**src/rtl/drone_pkg.sv**
```systemverilog
// rtl/drone_pkg.sv - shared state, control and mode codes for the drone game core
package drone_pkg;

  typedef enum logic [3:0] {
    ST_INICIAL  = 4'd0,
    ST_PREPARA  = 4'd1,
    ST_ESPERA   = 4'd2,
    ST_MOVE     = 4'd3,
    ST_CHECA    = 4'd4,
    ST_ATUALIZA = 4'd5,
    ST_VENCEU   = 4'd6,
    ST_PERDEU   = 4'd7
  } estado_t;

  localparam logic [1:0] CTRL_HOLD = 2'b00;
  localparam logic [1:0] CTRL_POS  = 2'b01;
  localparam logic [1:0] CTRL_NEG  = 2'b10;

  localparam logic [1:0] MODO_CHEIO  = 2'b00;
  localparam logic [1:0] MODO_METADE = 2'b01;
  localparam logic [1:0] MODO_QUARTO = 2'b10;
  localparam logic [1:0] MODO_LIVRE  = 2'b11;

endpackage

```
**src/rtl/edge_detector.sv**
```systemverilog
// rtl/edge_detector.sv - rising-edge detector with synchronous active-high reset
module edge_detector (
  input  logic clock,
  input  logic reset,
  input  logic sinal,
  output logic pulso
);

  logic historico;

  always_ff @(posedge clock) begin
    if (reset) historico <= 1'b0;
    else       historico <= sinal;
  end

  assign pulso = sinal & ~historico;

endmodule

```
**src/rtl/drone_jogo_param.sv**
```systemverilog
// rtl/drone_jogo_param.sv - parametrised drone game engine with lives, move timeout and collision rollback
// Optional once-per-game bonus life when DRONE_VIDA_EXTRA_EN is defined.
module drone_jogo_param
  import drone_pkg::*;
#(
  parameter int LARG      = 16,
  parameter int ALT       = 8,
  parameter int VIDAS_MAX = 3,
  parameter int T_JOGADA  = 1000,
  parameter int W_COL     = 8
) (
  input  logic                           clock,
  input  logic                           reset,
  input  logic                           iniciar,
  input  logic                           confirma,
  input  logic [1:0]                     controle_vertical,
  input  logic [1:0]                     controle_horizontal,
  input  logic [1:0]                     modo,
  input  logic [ALT-1:0]                 mapa_coluna,
  output logic [$clog2(LARG)-1:0]        posicao_horizontal,
  output logic [$clog2(ALT)-1:0]         posicao_vertical,
  output logic [$clog2(VIDAS_MAX+1)-1:0] vidas,
  output logic [W_COL-1:0]               colisoes,
  output logic                           colisao,
  output logic                           venceu,
  output logic                           perdeu,
  output logic                           timeout,
  output logic [3:0]                     db_estado
);

  localparam int WH   = $clog2(LARG);
  localparam int WV   = $clog2(ALT);
  localparam int WVID = $clog2(VIDAS_MAX + 1);
  localparam int WT   = $clog2(T_JOGADA + 1);

  localparam logic [WH-1:0]   H_MAX   = WH'(LARG - 1);
  localparam logic [WV-1:0]   V_MAX   = WV'(ALT - 1);
  localparam logic [WV-1:0]   V_MEIO  = WV'(ALT / 2);
  localparam logic [WVID-1:0] VID_INI = WVID'(VIDAS_MAX);
  localparam logic [WT-1:0]   LIM0_M1 = WT'(T_JOGADA - 1);
  localparam logic [WT-1:0]   LIM1_M1 = WT'(T_JOGADA / 2 - 1);
  localparam logic [WT-1:0]   LIM2_M1 = WT'(T_JOGADA / 4 - 1);

  estado_t       estado;
  logic [1:0]    modo_reg;
  logic [WT-1:0] timer;
  logic [WT-1:0] limite_m1;
  logic [WH-1:0] h_ant, h_nxt;
  logic [WV-1:0] v_ant, v_nxt;
  logic          confirma_pulso;
  logic          bate;
`ifdef DRONE_VIDA_EXTRA_EN
  localparam logic [WH-1:0] H_MEIO = WH'(LARG / 2);
  logic          bonus_dado;
`endif

  edge_detector u_edge_confirma (
    .clock (clock),
    .reset (reset),
    .sinal (confirma),
    .pulso (confirma_pulso)
  );

  always_comb begin
    limite_m1 = LIM0_M1;
    case (modo_reg)
      MODO_METADE: limite_m1 = LIM1_M1;
      MODO_QUARTO: limite_m1 = LIM2_M1;
      default:     limite_m1 = LIM0_M1;
    endcase
  end

  // Saturating next position; codes 00/11 both hold.
  always_comb begin
    h_nxt = posicao_horizontal;
    if (controle_horizontal == CTRL_POS && posicao_horizontal != H_MAX)
      h_nxt = posicao_horizontal + 1'b1;
    else if (controle_horizontal == CTRL_NEG && posicao_horizontal != '0)
      h_nxt = posicao_horizontal - 1'b1;
    v_nxt = posicao_vertical;
    if (controle_vertical == CTRL_POS && posicao_vertical != V_MAX)
      v_nxt = posicao_vertical + 1'b1;
    else if (controle_vertical == CTRL_NEG && posicao_vertical != '0)
      v_nxt = posicao_vertical - 1'b1;
  end

  assign bate      = mapa_coluna[posicao_vertical];
  assign colisao   = (estado == ST_CHECA) && bate;
  assign db_estado = estado;

  always_ff @(posedge clock) begin
    if (reset) begin
      estado             <= ST_INICIAL;
      modo_reg           <= MODO_CHEIO;
      timer              <= '0;
      posicao_horizontal <= '0;
      posicao_vertical   <= V_MEIO;
      h_ant              <= '0;
      v_ant              <= V_MEIO;
      vidas              <= VID_INI;
      colisoes           <= '0;
      venceu             <= 1'b0;
      perdeu             <= 1'b0;
      timeout            <= 1'b0;
`ifdef DRONE_VIDA_EXTRA_EN
      bonus_dado         <= 1'b0;
`endif
    end else begin
      case (estado)
        ST_INICIAL: if (iniciar) estado <= ST_PREPARA;
        ST_PREPARA: begin
          posicao_horizontal <= '0;
          posicao_vertical   <= V_MEIO;
          vidas              <= VID_INI;
          colisoes           <= '0;
          timer              <= '0;
          venceu             <= 1'b0;
          perdeu             <= 1'b0;
          timeout            <= 1'b0;
          modo_reg           <= modo;
`ifdef DRONE_VIDA_EXTRA_EN
          bonus_dado         <= 1'b0;
`endif
          estado             <= ST_ESPERA;
        end
        ST_ESPERA: begin
          // Expiry is checked before the confirma edge so a tie ends the game.
          if (modo_reg != MODO_LIVRE && timer == limite_m1) begin
            perdeu  <= 1'b1;
            timeout <= 1'b1;
            estado  <= ST_PERDEU;
          end else begin
            if (modo_reg != MODO_LIVRE) timer <= timer + 1'b1;
            if (confirma_pulso) estado <= ST_MOVE;
          end
        end
        ST_MOVE: begin
          h_ant              <= posicao_horizontal;
          v_ant              <= posicao_vertical;
          posicao_horizontal <= h_nxt;
          posicao_vertical   <= v_nxt;
          estado             <= ST_CHECA;
        end
        ST_CHECA: begin
          if (bate) begin
            if (colisoes != '1) colisoes <= colisoes + 1'b1;
            vidas              <= vidas - 1'b1;
            posicao_horizontal <= h_ant;
            posicao_vertical   <= v_ant;
            if (vidas == WVID'(1)) begin
              perdeu <= 1'b1;
              estado <= ST_PERDEU;
            end else begin
              estado <= ST_ATUALIZA;
            end
          end else if (posicao_horizontal == H_MAX) begin
            venceu <= 1'b1;
            estado <= ST_VENCEU;
          end else begin
`ifdef DRONE_VIDA_EXTRA_EN
            if (!bonus_dado && posicao_horizontal >= H_MEIO) begin
              bonus_dado <= 1'b1;
              if (vidas != VID_INI) vidas <= vidas + 1'b1;
            end
`endif
            estado <= ST_ATUALIZA;
          end
        end
        ST_ATUALIZA: begin
          timer  <= '0;
          estado <= ST_ESPERA;
        end
        ST_VENCEU, ST_PERDEU: if (iniciar) estado <= ST_PREPARA;
        default: estado <= ST_INICIAL;
      endcase
    end
  end

endmodule
```
**config.mk**
```make
export PLATFORM = sky130hd
export DESIGN_NAME = drone_jogo_param
export DESIGN_NICKNAME = d
export VERILOG_FILES = /design/src/rtl/drone_pkg.sv /design/src/rtl/edge_detector.sv /design/src/rtl/drone_jogo_param.sv
export SDC_FILE = /design/constraint.sdc
export NUM_CORES = 1
export LEC_CHECK = 0
export CORE_MARGIN = 1.5
export CORE_UTILIZATION = 48
export DETAILED_ROUTE_END_ITERATION = 16
export GPL_ROUTABILITY_DRIVEN = 0
export PLACE_DENSITY = 0.77
export SYNTH_ARGS = -nofsm -noshare
export SYNTH_HDL_FRONTEND = slang
export SYNTH_SLANG_ARGS = --single-unit
```
**constraint.sdc**
```tcl
create_clock -name clock -period 1.8 [get_ports clock]
set_input_delay 0.27 -clock clock [delete_from_list [all_inputs] [get_ports clock]]
set_output_delay 0.27 -clock clock [all_outputs]
set_load 0.005 [all_outputs]
```
==> results.md, run 1 <==
- Top-Level Pins: 43
- Final Hold Fails: 0
- Most flops, register: timer
- Synth Cell Area: 2450 um2
- CTS sink cnt: 43
- Finished Layout Cells: 455
- Sequential area share after synthesis: 35.1%
- Post-synth EDFFs: 0
- CTS tree: done
- Die ar.: 5550 um2
- Clock skew: 7.31 ps
- Crit. End Element: flip-flop
- Outcome: complete, but fails checks
- First-pass GRT wire length: 10.9 mm
- Slowest cell delay on critical path: 400 ps
- Synth Warn #: 0
- Commonest non-fill, non-tap cell in the layout: buf_4
- Synth async-reset ratio: 0%
- Leak Pwr: 1.37 nW
- Measured slew at the worst slew-check pin: 511 ps
- Registers with the most flip-flops: timer x10, colisoes x8
- Overflow after GRT: 0
- Die Ht: 74.5 um
- Failing checks: setup timing
- Relative slew slack: 65.5%
- DR WL/cell: 15.6 um
- Highest clock rate: 0.537 GHz
- Area contributors post-synth: dfxtp_1, a21oi_1, nand2_1, ha_1, nor2_1
- Residual DRC: 0
- CP Data Arrival Time: 2080 ps
- Finished Cell Area: 3670 um2
- Peak VDD IR: 0.472 mV
- Via density: 5.68
- H-tree Lvls: 2
- Critical Path Source Type: flip-flop
- Cell Rows: 25
- Post-Route Utilization: 76.2%
- Initial antenna violation count: 0
- CP Cell Sequence: inv_2 -> ha_4 -> or4bb_1 -> a211o_4 -> nor2_4 -> nor3_2 -> nor4_2
- Die extent in x: 74.5 um
- Setup ws final: -62.6 ps
- Placed insts: 438
- Ys flop type: dfxtp_1
- Final period utilization: 103%
- Total power: 2.59 mW
- Layout Nets: 415
- GRT Overall Usage: 25.5%
- Synthesis-to-finish area growth: 49.6%
- Post-Syn Instances: 297
- Worst Min Path Start: h_ant[3]
- Reg2reg setup slack: -60 ps
- Largest net degree at the start of global routing: 16
- Commonest cells after routing, fill and taps aside: buf_4, clkdlybuf4s50_1, dfxtp_1
- Initial DRC Count: 181
- DP Area: 3250 um2
- Drt total wl: 7.09 mm
- Clock Latency Late Sink: 300 ps
- Detailed Routing Iterations Pass 1: 4
- Crit-path max FO: 4
- Beginning of the critical path: modo_reg[0]
- Number of diodes: 0
- Clock buffer depth: 2
- Worst hold path type: reg -> reg
- RSZ-0062 raised after global routing: yes
- WP data required: 2020 ps
- Clk slew on worst S/H paths: 80 ps
- Minimum clock period: 1860 ps
- WS Path Type: reg -> reg
- Fraction of layout cells with a size suffix above 1: 32.7%
- Post-DRT Antenna Nets: 0
- Syn Area/Cell: 8.26 um2
- Starting Density: 50.9%
- Final setup vio count: 10
- Num CTS Buffers: 5
- Max-cap violations: 0
- Mapped Nets: 324
- Max reg flops: 10
- Worst path slowest cell: or4bb_1
- CTS root buffer: clkbuf_8
- Port Buffers: 41
- Final Slew Violations: 0
- DR vias: 2586
- Vias in the first global route: 2481
- RR Startpoint: modo_reg[0]
- Synth unique cells: 62
- Synth Register Bits: 43
- Filler cell count: 352
- Dpl hpwl: 4.68 mm
- Pwr/cell area: 705 nW/um2
- Core Region: 4820 um2
- Top-area cell type share of the netlist area: 35.1%
- Synth area leader: dfxtp_1
- Setup TNS: -360 ps
## timing repair
item,CTS,global route
setup endpoints to repair,22,30
hold buffers,0,0
gates resized for setup,21,50
pin swaps,13,29
endpoints found under the hold margin,0,0
setup buffers,2,9
## critical path: cells and delay by family, from the launching register on
kind	cells	cell delay [ps]
DFF	1	330
AOI/OAI and AO/OA	1	380
buffers and inverters	1	60
and+or+nand+nor	4	880
adders and majority gates	1	120
## report_power, final
group | internal [mW] | total [mW] | switching (mW)
Combinational | 0.456 | 0.895 | 0.439
Sequential | 1.01 | 1.05 | 0.0431
Clock | 0.302 | 0.644 | 0.342
Total | 1.77 | 2.59 | 0.824
## synth_stat cells (all sizes together) (5+ instances only)
master and count:
nor3 9, inv 16, clkbuf 7, o21ai 14
mux2i 5, a21oi 26, or3 7, nand3 12
nand4 5, buf 8, xnor2 7, nand2 29
nor2 25, ha 7, a31oi 6, dfxtp 43
## final timing paths
kind | end | cells after the start
max | db_estado[0] | 7
min | h_ant[3] | 2
max reg2reg | db_estado[0] | 7
min reg2reg | h_ant[3] | 2
## final cells by class
| class | instances | area, um2 | area share [%] |
|---|---|---|---|
| clock buffer | 6 | 82.6 | 2.25 |
| tap | 67 | 83.8 | 2.28 |
| sequential | 43 | 880 | 24.0 |
| multi-input combinational | 223 | 1680 | 45.7 |
| inverter | 16 | 62.6 | 1.70 |
| timing repair buffer | 99 | 880 | 24.0 |
| clock inverter | 1 | 5.00 | 0.136 |
## logic make-up after synthesis
group	synth area share, %
other cells	0.153
mux	2.04
flops	35.1
xor+xnor	3.21
compound gates	20.4
buf+inv	5.81
simple gates	28.1
fa+ha+maj	5.20
## through the flow
step | hold slack [ps] | setup slack [ps]
3_5_place_dp | 447 | -485
4_1_cts | 458 | -76.2
3_3_place_gp | 431 | -407
6_report | 466 | -62.6
5_1_grt | 490 | -148
2_1_floorplan | 399 | -9.57
## per-layer routing
| layer | share of wire (%) | wire length, um | GRT usage, % |
|---|---|---|---|
| met1 | 42 | 3010 | 30.9 |
| met2 | 52 | 3690 | 44.7 |
| met3 | 3.7 | 260 | 4.34 |
| met4 | 1.9 | 137 | 10.5 |
| met5 | 0 | 0 | 0 |
Note: power is estimated with default switching activity, not from simulation.
==> run 2, diff against run 1 <==
--- a/config.mk
+++ b/config.mk
@@ -5,6 +5,7 @@
 export SDC_FILE = /design/constraint.sdc
 export NUM_CORES = 1
 export LEC_CHECK = 0
+export ABC_AREA = 0
 export CORE_MARGIN = 1.5
 export CORE_UTILIZATION = 48
 export DETAILED_ROUTE_END_ITERATION = 16
==> results of run 2 <==
Same layout as run 1: the final DEF is identical, and so are final timing and power.
